### src/rtl/conv_sched_pkg.sv
// Shared definitions for the convolution address scheduler.
// Contents:
//   sched_state_e  - scheduler FSM states
//   TAPS, KDIM     - 3x3 kernel geometry
//   array_mode_e   - mode codes shared with the array controller
package conv_sched_pkg;

    localparam int unsigned KDIM = 3;
    localparam int unsigned TAPS = KDIM * KDIM;

    typedef enum logic [2:0] {
        StIdle  = 3'd0,
        StSetup = 3'd1,
        StIssue = 3'd2,
        StDrain = 3'd3,
        StDone  = 3'd4
    } sched_state_e;

    typedef enum logic [1:0] {
        ModeConfig  = 2'b00,
        ModeLoad    = 2'b01,
        ModeCompute = 2'b10
    } array_mode_e;

endpackage

### src/rtl/sched_tag_pipe.sv
// Fixed-latency delay line for the read tags, so that the tags leave the pipe
// in the same cycle as the memory read data.
// Ports:
//   clk   in   clock
//   rstn  in   synchronous active-low clear of every stage
//   din   in   TAG_W  tag launched alongside the memory request
//   dout  out  TAG_W  tag delayed by exactly LAT cycles
module sched_tag_pipe #(
    parameter int unsigned LAT   = 1,
    parameter int unsigned TAG_W = 1
) (
    input  logic             clk,
    input  logic             rstn,
    input  logic [TAG_W-1:0] din,
    output logic [TAG_W-1:0] dout
);

    logic [LAT*TAG_W-1:0] sr_q;

    generate
        if (LAT == 1) begin : g_single
            always_ff @(posedge clk) begin
                if (!rstn) begin
                    sr_q <= '0;
                end else begin
                    sr_q <= din;
                end
            end
        end else begin : g_multi
            // Newest tag enters at the low end, oldest leaves at the top.
            always_ff @(posedge clk) begin
                if (!rstn) begin
                    sr_q <= '0;
                end else begin
                    sr_q <= {sr_q[(LAT-1)*TAG_W-1:0], din};
                end
            end
        end
    endgenerate

    assign dout = sr_q[LAT*TAG_W-1 -: TAG_W];

endmodule

### src/rtl/conv_addr_sched.sv
// Convolution address scheduler: walks 3x3 windows over a channel-major input
// memory (addr = c*W*H + y*W + x) and issues one read per cycle the array is
// ready. Tags {valid,row,tap,last} travel through a MEM_LAT delay so they line
// up with the memory read data. Output pixels are dealt round-robin over ROWS.
// Ports:
//   clk, rstn            clock, synchronous active-low reset
//   start                1-cycle pulse, accepted only in idle
//   cfg_width/height     input plane W/H, latched on an accepted start
//   cfg_chans            channel count C, latched on an accepted start
//   arr_ready            array can take a word; gates issue
//   mem_cen, mem_addr    memory request (chip enable active low)
//   feed_valid/row/tap/last  tags aligned with memory read data
//   busy, done, err      job status (err held until next accepted start)
// ROWS must be at least 2.
module conv_addr_sched
    import conv_sched_pkg::*;
#(
    parameter int unsigned ADDR_W  = 16,
    parameter int unsigned DIM_W   = 8,
    parameter int unsigned CH_W    = 8,
    parameter int unsigned ROWS    = 16,
    parameter int unsigned MEM_LAT = 1
) (
    input  logic                     clk,
    input  logic                     rstn,
    input  logic                     start,
    input  logic [DIM_W-1:0]         cfg_width,
    input  logic [DIM_W-1:0]         cfg_height,
    input  logic [CH_W-1:0]          cfg_chans,
    input  logic                     arr_ready,
    output logic                     mem_cen,
    output logic [ADDR_W-1:0]        mem_addr,
    output logic                     feed_valid,
    output logic [$clog2(ROWS)-1:0]  feed_row,
    output logic [3:0]               feed_tap,
    output logic                     feed_last,
    output logic                     busy,
    output logic                     done,
    output logic                     err
);

    localparam int unsigned ROW_W = $clog2(ROWS);
    localparam int unsigned TOT_W = CH_W + 2 * DIM_W;
    localparam int unsigned CMP_W = ((TOT_W > ADDR_W) ? TOT_W : ADDR_W) + 1;
    localparam int unsigned TAG_W = 1 + ROW_W + 4 + 1;
    localparam int unsigned DRN_W = $clog2(MEM_LAT + 1);

    sched_state_e state_q;

    // Latched job configuration
    logic [DIM_W-1:0]  w_q;
    logic [DIM_W-1:0]  h_q;
    logic [CH_W-1:0]   c_q;
    logic [ADDR_W-1:0] plane_q;

    // Loop counters and incremental address bases
    logic [DIM_W-1:0]  ox_q;
    logic [DIM_W-1:0]  oy_q;
    logic [CH_W-1:0]   ch_q;
    logic [1:0]        ky_q;
    logic [1:0]        kx_q;
    logic [3:0]        tap_q;
    logic [ROW_W-1:0]  row_q;
    logic [ADDR_W-1:0] chan_base_q;  // c*W*H
    logic [ADDR_W-1:0] out_base_q;   // oy*W + ox
    logic [ADDR_W-1:0] row_off_q;    // ky*W
    logic [DRN_W-1:0]  drain_cnt_q;

    // Registered outputs and the tag launched with each request
    logic              mem_cen_q;
    logic [ADDR_W-1:0] mem_addr_q;
    logic              busy_q;
    logic              done_q;
    logic              err_q;
    logic              iss_valid_q;
    logic [ROW_W-1:0]  iss_row_q;
    logic [3:0]        iss_tap_q;
    logic              iss_last_q;

    // Setup-time size checks; these are the only multipliers in the block.
    logic [2*DIM_W-1:0] plane_full;
    logic [TOT_W-1:0]   total_full;
    logic [CMP_W-1:0]   total_ext;
    logic [CMP_W-1:0]   total_limit;
    logic               cfg_bad;

    assign plane_full  = {{DIM_W{1'b0}}, w_q} * {{DIM_W{1'b0}}, h_q};
    assign total_full  = TOT_W'(c_q) * TOT_W'(plane_full);
    assign total_ext   = CMP_W'(total_full);
    assign total_limit = CMP_W'(1) << ADDR_W;
    assign cfg_bad     = (w_q < DIM_W'(KDIM)) || (h_q < DIM_W'(KDIM)) || (c_q == '0) ||
                         (total_ext > total_limit);

    // Window position decode
    logic              kx_wrap;
    logic              ky_wrap;
    logic              ch_wrap;
    logic              ox_wrap;
    logic              oy_wrap;
    logic              is_last;
    logic [ADDR_W-1:0] issue_addr;

    assign kx_wrap = (kx_q == 2'(KDIM - 1));
    assign ky_wrap = (ky_q == 2'(KDIM - 1));
    assign ch_wrap = (ch_q == c_q - CH_W'(1));
    assign ox_wrap = (ox_q == w_q - DIM_W'(KDIM));
    assign oy_wrap = (oy_q == h_q - DIM_W'(KDIM));
    assign is_last = kx_wrap && ky_wrap && ch_wrap && ox_wrap && oy_wrap;

    // Modulo 2^ADDR_W by construction of the operand widths.
    assign issue_addr = chan_base_q + out_base_q + row_off_q + ADDR_W'(kx_q);

    always_ff @(posedge clk) begin
        if (!rstn) begin
            state_q     <= StIdle;
            w_q         <= '0;
            h_q         <= '0;
            c_q         <= '0;
            plane_q     <= '0;
            ox_q        <= '0;
            oy_q        <= '0;
            ch_q        <= '0;
            ky_q        <= '0;
            kx_q        <= '0;
            tap_q       <= '0;
            row_q       <= '0;
            chan_base_q <= '0;
            out_base_q  <= '0;
            row_off_q   <= '0;
            drain_cnt_q <= '0;
            mem_cen_q   <= 1'b1;
            mem_addr_q  <= '0;
            busy_q      <= 1'b0;
            done_q      <= 1'b0;
            err_q       <= 1'b0;
            iss_valid_q <= 1'b0;
            iss_row_q   <= '0;
            iss_tap_q   <= '0;
            iss_last_q  <= 1'b0;
        end else begin
            mem_cen_q   <= 1'b1;
            done_q      <= 1'b0;
            iss_valid_q <= 1'b0;
            iss_row_q   <= '0;
            iss_tap_q   <= '0;
            iss_last_q  <= 1'b0;

            unique case (state_q)
                StIdle: begin
                    busy_q <= 1'b0;
                    if (start) begin
                        w_q     <= cfg_width;
                        h_q     <= cfg_height;
                        c_q     <= cfg_chans;
                        err_q   <= 1'b0;
                        busy_q  <= 1'b1;
                        state_q <= StSetup;
                    end
                end

                StSetup: begin
                    plane_q     <= ADDR_W'(plane_full);
                    ox_q        <= '0;
                    oy_q        <= '0;
                    ch_q        <= '0;
                    ky_q        <= '0;
                    kx_q        <= '0;
                    tap_q       <= '0;
                    row_q       <= '0;
                    chan_base_q <= '0;
                    out_base_q  <= '0;
                    row_off_q   <= '0;
                    if (cfg_bad) begin
                        err_q   <= 1'b1;
                        state_q <= StDone;
                    end else begin
                        state_q <= StIssue;
                    end
                end

                StIssue: begin
                    if (arr_ready) begin
                        mem_cen_q   <= 1'b0;
                        mem_addr_q  <= issue_addr;
                        iss_valid_q <= 1'b1;
                        iss_row_q   <= row_q;
                        iss_tap_q   <= tap_q;
                        iss_last_q  <= is_last;

                        tap_q <= (tap_q == 4'(TAPS - 1)) ? 4'd0 : tap_q + 4'd1;

                        // Innermost kx, then ky, then channel, then output pixel.
                        if (!kx_wrap) begin
                            kx_q <= kx_q + 2'd1;
                        end else begin
                            kx_q <= '0;
                            if (!ky_wrap) begin
                                ky_q      <= ky_q + 2'd1;
                                row_off_q <= row_off_q + ADDR_W'(w_q);
                            end else begin
                                ky_q      <= '0;
                                row_off_q <= '0;
                                if (!ch_wrap) begin
                                    ch_q        <= ch_q + CH_W'(1);
                                    chan_base_q <= chan_base_q + plane_q;
                                end else begin
                                    ch_q        <= '0;
                                    chan_base_q <= '0;
                                    row_q <= (row_q == ROW_W'(ROWS - 1)) ? '0
                                                                          : row_q + ROW_W'(1);
                                    if (!ox_wrap) begin
                                        ox_q       <= ox_q + DIM_W'(1);
                                        out_base_q <= out_base_q + ADDR_W'(1);
                                    end else begin
                                        // oy*W + (W-3) + 3 lands on the next row start.
                                        ox_q       <= '0;
                                        oy_q       <= oy_q + DIM_W'(1);
                                        out_base_q <= out_base_q + ADDR_W'(KDIM);
                                    end
                                end
                            end
                        end

                        if (is_last) begin
                            drain_cnt_q <= DRN_W'(MEM_LAT - 1);
                            state_q     <= StDrain;
                        end
                    end
                end

                StDrain: begin
                    // Last tag leaves the pipe as this count expires.
                    if (drain_cnt_q == '0) begin
                        state_q <= StDone;
                    end else begin
                        drain_cnt_q <= drain_cnt_q - DRN_W'(1);
                    end
                end

                StDone: begin
                    done_q  <= 1'b1;
                    state_q <= StIdle;
                end

                default: begin
                    state_q <= StIdle;
                end
            endcase
        end
    end

    logic [TAG_W-1:0] tag_in;
    logic [TAG_W-1:0] tag_out;

    assign tag_in = {iss_valid_q, iss_row_q, iss_tap_q, iss_last_q};

    sched_tag_pipe #(
        .LAT   (MEM_LAT),
        .TAG_W (TAG_W)
    ) u_tag_pipe (
        .clk  (clk),
        .rstn (rstn),
        .din  (tag_in),
        .dout (tag_out)
    );

    assign {feed_valid, feed_row, feed_tap, feed_last} = tag_out;

    assign mem_cen  = mem_cen_q;
    assign mem_addr = mem_addr_q;
    assign busy     = busy_q;
    assign done     = done_q;
    assign err      = err_q;

endmodule
### config.mk
export PLATFORM = sky130hd
export DESIGN_NAME = conv_addr_sched
export DESIGN_NICKNAME = d
export VERILOG_FILES = /design/src/rtl/conv_sched_pkg.sv /design/src/rtl/sched_tag_pipe.sv /design/src/rtl/conv_addr_sched.sv
export SDC_FILE = /design/constraint.sdc
export NUM_CORES = 1
export LEC_CHECK = 0
export ABC_AREA = 1
export CORE_MARGIN = 5
export CORE_UTILIZATION = 45
export DETAILED_ROUTE_END_ITERATION = 16
export PLACE_DENSITY = 0.64
export SYNTH_ARGS = -nofsm -noshare
export SYNTH_HDL_FRONTEND = slang
export SYNTH_HIERARCHICAL = 1
export SYNTH_SLANG_ARGS = --single-unit
### constraint.sdc
create_clock -name clk -period 13 [get_ports clk]
set_input_delay 2.6 -clock clk [delete_from_list [all_inputs] [get_ports clk]]
set_output_delay 2.6 -clock clk [all_outputs]
set_load 0.02 [all_outputs]
==> flow_summary_export.csv, run 1 <==
group,metric,value,unit
synth,synth_cell_types,55,
outcome,status,"complete, no violations",
clock_network,clock-sinks,167,
grt,grt_pass1_wl,69590,µm
clock_network,cts_root_buf,"clkbuf_16",
synth,syn_nets,2536,
min_path,hold_start,"iss_row_q[3]",
clock_network,cts_setup_buffers,0,
placement,io_buffers,57,
timing,finClkSkew,16.79,ps
route,wl,42600,µm
critical_path,endpoint_kind,"flop",
min_path,hp-class,"reg2reg",
placement,place_congestion,0.8977,
timing,final-hold-violation-count,0,
synth,async_flop_share,0,
finish,fill_cells,3563,
placement,dp_hpwl,34170,µm
floorplan,rows,69,
clock_network,cts_resized,0,
critical_path,cp_data_arrival_time,8980,ps
clock_network,clockBufferDepth,2,
synth,syn_area,16070,µm²
clock_network,cts_made_buffers,17,
synth,yosys_register_bits,167,
timing,post-route-min-period,8654,ps
floorplan,chipHeight,199.0,µm
timing,timing.setup.tns,0,ps
floorplan,start_util,0.4540,
critical_path,worstSetupPathType,"reg2reg",
grt,gr-usage-all-layers,0.2185,
timing,drv_slew,0,
finish,drive_gt1_frac,0.04041,
finish,register_area,3343,µm²
clock_network,cts-hold-fix-buffers,0,
clock_network,htree_levels,4,
placement,placed_cells,2681,
grt,grt_overflow,0,
floorplan,io-pin-count,58,
route,drc,0,
critical_path,regToRegEndpoint,"err",
timing,setup_ws,4346,ps
critical_path,path_max_fanout,11,
min_path,holdPathStages,2,
min_path,min_delay_worst_endpoint,"u_tag_pipe/dout[8]",
timing,fin_crit_sh,0.6657,
route,vias,14130,
clock_network,clkTransAtPathRegs,70,ps
floorplan,die_w,199.0,µm
critical_path,r2r_cells,36,
finish,final_common_cell,"nand2_1",
route,vias_per_cell,5.207,
placement,place_ws,4401,ps
grt,antenna_found_initial,0,
synth,netlist.area_leader.share,0.2080,
finish,syn2layout_area_growth,9.178,%
critical_path,critPathLaunchType,"flop",
synth,ys.flop_type,"dfxtp_1",
synth,synth_top_area_cell,"dfxtp_1",
synth,ys_warn_count,6,
timing,whs,404.8,ps
grt,grt_max_degree,57,
timing,relSlewSlack,0.4139,
finish,fin_nets,2549,
finish,final_cell_mix,"nand2_1 (500), inv_1 (396), nor2_1 (198)",
critical_path,critPathSlowestCell,"dfxtp_1",
clock_network,insertion_delay,440,ps
finish,final_cells,2713,
synth,syn_inst,2226,
clock_network,cts_tree,"yes",
route,routedWlPerCell,15.70,µm
finish,diodes,0,
critical_path,cp_common_cell,"inv_1",
power,p_per_area,150.4,nW/µm²
flow_run,drv_cap,0,
power,leakagePower,0.008990,µW
grt,grt_pass1_vias,13600,
synth,avgSynthCellArea,7.220,µm²
route,firstDrtPassIters,5,
timing,rsz0062_at_grt,"false",
critical_path,r2r_start,"w_q[5]",
critical_path,crit_required,13330,ps
floorplan,core-area,35400,µm²
power,irDropWorstVdd,0.09472,mV
synth,ys_seq_area_frac,0.2080,
route,drt_iter0_drc,1026,
critical_path,r2r_setup_slack,4350,ps
synth,ys_top_cells_by_area,"dfxtp_1 (21%), fa_1 (17%), nand2_1 (12%)",
finish,multi_input_area,10880,µm²
critical_path,cpPeakStageDelay,630,ps
floorplan,dieArea,39600,µm²
route,postRouteAntennaNets,0,
timing,tightest_slew,872.9,ps
power,power,2640,µW
timing,setup_viol,0,
synth,synth_edf_count,0,
timing,max_freq,115.6,MHz
where the power goes:
group,internal (µW),switching (µW)
Clock,292,248
Sequential,576,143
Combinational,464,916
Total,1330,1310
sequential cells by signal, indices dropped and copies added (netlist names), 2 cells and up:
signal and cells:
chan_base_q 16, ky_q 2, mem_addr 16, iss_tap_q 4
row_off_q 16, kx_q 2, plane_q 16, out_base_q 16
c_q 8, ox_q 8, h_q 8, state_q 3
iss_row_q 4, tap_q 4, ch_q 8, row_q 4
oy_q 8, u_tag_pipe/dout 10, w_q 8
layout make-up:
| class | count | area share |
|---|---|---|
| Timing Repair Buffer | 61 | 0.03394 |
| Clock inverter | 15 | 0.01062 |
| Multi-Input combinational cell | 1583 | 0.6202 |
| Tap cell | 461 | 0.03287 |
| Sequential cell | 167 | 0.1905 |
| Clock buffer | 17 | 0.02424 |
| Inverter | 409 | 0.08764 |
routing by layer:
layer	GRT usage	share of wire	wire length (µm)
met2	0.3498	0.45	19250
met4	0.05522	0.019	826
met1	0.3136	0.47	20150
met3	0.02998	0.056	2375
met5	0	0	0
worst max-delay path: cells and delay by family (launching register included):
family / cells / cell delay (ps)
simple gates: 14 / 2020
buf+inv: 9 / 580
compound gates: 3 / 460
flops: 1 / 630
fa+ha+maj: 10 / 4820
synthesized netlist by cell type (25+ instances only):
| cell | number |
|---|---|
| a21oi_1 | 173 |
| clkbuf_1 | 41 |
| dfxtp_1 | 167 |
| fa_1 | 140 |
| ha_1 | 142 |
| inv_1 | 397 |
| nand2_1 | 500 |
| nand3_1 | 108 |
| nor2_1 | 198 |
| nor3_1 | 32 |
| o21ai_0 | 78 |
| xnor2_1 | 25 |
| xor2_1 | 52 |
kinds of logic after synthesis:
kind of cell             synth area share
AO/OA/AOI/OAI                      0.1079
buffers and inverters              0.1149
AND/OR/NAND/NOR                    0.2413
XOR/XNOR                          0.04297
flip-flops                         0.2080
adder cells (fa/ha/maj)            0.2849
metrics by stage:
step,cell area [µm²],utilization
after floorplan,16070,-
after global placement,16940,0.4784
after detailed placement,16940,0.4784
after CTS,17550,0.4957
after global routing,17550,0.4957
final,17550,0.4957
worst max path at each step:
| stage | start | end | slack (ps) | cells after the start |
|---|---|---|---|---|
| final | w_q[5] | err | 4350 | 36 |
| after global routing | w_q[2] | err | 3840 | 34 |
| after floorplan | h_q[3] | err | 5270 | 36 |
| after global placement | w_q[5] | err | 4580 | 36 |
| after detailed placement | w_q[4] | err | 4400 | 36 |
| after CTS | w_q[4] | err | 4380 | 36 |
No activity file was read; power rests on OpenSTA's default activity.
==> run 2, diff against run 1 <==
==> constraint.sdc (replaced) <==
create_clock -name clk -period 8.3 [get_ports clk]
set_input_delay 1.66 -clock clk [delete_from_list [all_inputs] [get_ports clk]]
set_output_delay 1.66 -clock clk [all_outputs]
set_load 0.02 [all_outputs]
==> run 2 against run 1 <==
Compared with the run above: register-to-register slack lost 4000 ps; clock skew shrank 1.5 ps; critical path depth is the same; utilization grew 1.6 points; via count grew 0.96%; setup slack lost 4000 ps; power grew 63%; die area is the same; sequential share of layout area shrank 0.52 points; critical path type unchanged; critical endpoint unchanged; largest cell class unchanged.
==> flow_summary_export.csv, run 2 (synthesized netlist as in run 1, its figures left out) <==
group,metric,value,unit
outcome,status,"complete, no violations",
route,routedWlPerCell,15.39,µm
critical_path,cpPeakStageDelay,560,ps
clock_network,cts_root_buf,"clkbuf_16",
route,vias_per_cell,5.184,
timing,post-route-min-period,7910,ps
placement,dpl_cell_area,17220,µm²
min_path,hp-class,"reg2reg",
finish,diodes,0,
clock_network,clkTransAtPathRegs,80,ps
grt,gr-usage-all-layers,0.2151,
power,p_seq_frac,0.248,
floorplan,rows,69,
finish,fin_util,0.5121,
power,leakagePower,0.009210,µW
grt,grt_pass1_wl,69040,µm
placement,place_ws,42.31,ps
floorplan,io-pin-count,58,
timing,fin_crit_sh,0.9530,
power,p_clk_frac,0.186,
clock_network,cts_made_buffers,17,
floorplan,start_util,0.4540,
route,postRouteAntennaNets,0,
critical_path,crit_required,8640,ps
floorplan,die_w,199.0,µm
power,swShare,0.4930,
finish,final_cell_mix,"nand2_1 (489), inv_1 (391), nor2_1 (197)",
power,pwr-share-comb,0.566,
placement,io_buffers,57,
timing,whs,414.1,ps
critical_path,endpoint_kind,"flop",
grt,grt_overflow,0,
clock_network,cts-hold-fix-buffers,0,
finish,fin_nets,2588,
timing,finClkSkew,15.24,ps
power,p_per_area,237.9,nW/µm²
power,p_sw,2126,µW
timing,setup_viol,0,
finish,final_area,18130,µm²
route,dr_wl_met3,2567,µm
route,drc,0,
timing,final-hold-violation-count,0,
clock_network,cts_tree,"yes",
timing,drv_slew,0,
floorplan,chipHeight,199.0,µm
critical_path,critPathSlowestCell,"fa_1",
finish,final_common_cell,"nand2_1",
timing,setup_ws,390.0,ps
route,wl_met2,19100,µm
route,vias,14260,
power,irDropWorstVdd,0.2058,mV
route,met1_length,19520,µm
critical_path,critPathLaunchType,"flop",
floorplan,dieArea,39600,µm²
clock_network,htree_levels,4,
timing,max_freq,126.4,MHz
floorplan,core-area,35400,µm²
clock_network,clockBufferDepth,2,
finish,drive_gt1_frac,0.08166,
grt,antenna_found_initial,1,
placement,dp_hpwl,33610,µm
route,firstDrtPassIters,8,
clock_network,clock-sinks,167,
power,internal-power,2186,µW
critical_path,path_max_fanout,5,
placement,place_congestion,0.9446,
route,top_layer,"met5",
grt,grt_max_degree,58,
route,drt_iter0_drc,827,
grt,grt_pass1_vias,13750,
timing,tightest_slew,895.8,ps
critical_path,r2r_setup_slack,390,ps
timing,relSlewSlack,0.4022,
finish,syn2layout_area_growth,12.79,%
route,wl,42330,µm
clock_network,insertion_delay,440,ps
flow_run,drv_cap,0,
critical_path,worstSetupPathType,"reg2reg",
critical_path,cp_data_arrival_time,8250,ps
[run 2: cell types whose count changed in the layout (fill, tap and decap cells not counted), sizes merged]
cell | before | now
buf | 5 | 44
inv | 415 | 416
clkinv | 4 | 7
clkinvlp | 3 | 0
bufinv | 2 | 0
[run 2: area by class of cell]
class,instances,area [µm²]
Clock inverter,14,160.2
Fill cell,3463,17270
Clock buffer,17,425.4
Tap cell,461,576.8
Multi-Input combinational cell,1583,11180
Sequential cell,167,3359
Inverter,409,1538
Timing Repair Buffer,100,888.4
[run 2: critical path: cells and delay by family, from the launching register on]
kind	cells	cell delay [ps]
compound gates	3	430
fa+ha+maj	10	4730
buf+inv	9	570
flops	1	360
simple gates	14	1730
[run 2: per-stage QoR]
step                      setup TNS, ps  instances  power [µW]
after global routing             -139.5       2751        4657
after CTS                             0       2750        4189
after floorplan                       0       2226        2653
after detailed placement              0       2719        3357
final                                 0       2751        4312
after global placement                0       2719        3344
[run 2: power by group through the flow]
stage	sequential, µW	combinational [µW]	clock [µW]
4_1_cts	1060	2320	812
3_5_place_dp	1070	2280	0
6_report	1070	2440	804
2_1_floorplan	1010	1650	0
3_3_place_gp	1070	2270	0
5_1_grt	1080	2730	846
[run 2: path summary, 6_finish.rpt]
kind,to,from,depth (start not counted)
hold reg to reg,u_tag_pipe/dout[2],iss_tap_q[1],2
setup / recovery,err,w_q[6],36
hold / removal,u_tag_pipe/dout[2],iss_tap_q[1],2
setup reg to reg,err,w_q[6],36
[run 2: layer usage]
metal | global-route usage | vias up
met5 | 0 | -
met4 | 0.06459 | 2
met3 | 0.03252 | 78
met2 | 0.3438 | 385
met1 | 0.3030 | 6708
li1 | - | 7088
[run 2: what timing repair did]
item,4_1_cts,5_1_grt
setup endpoints to repair,1,3
pin swaps,0,16
setup buffers,0,1
gates resized for setup,4,68
hold endpoints to repair,0,0
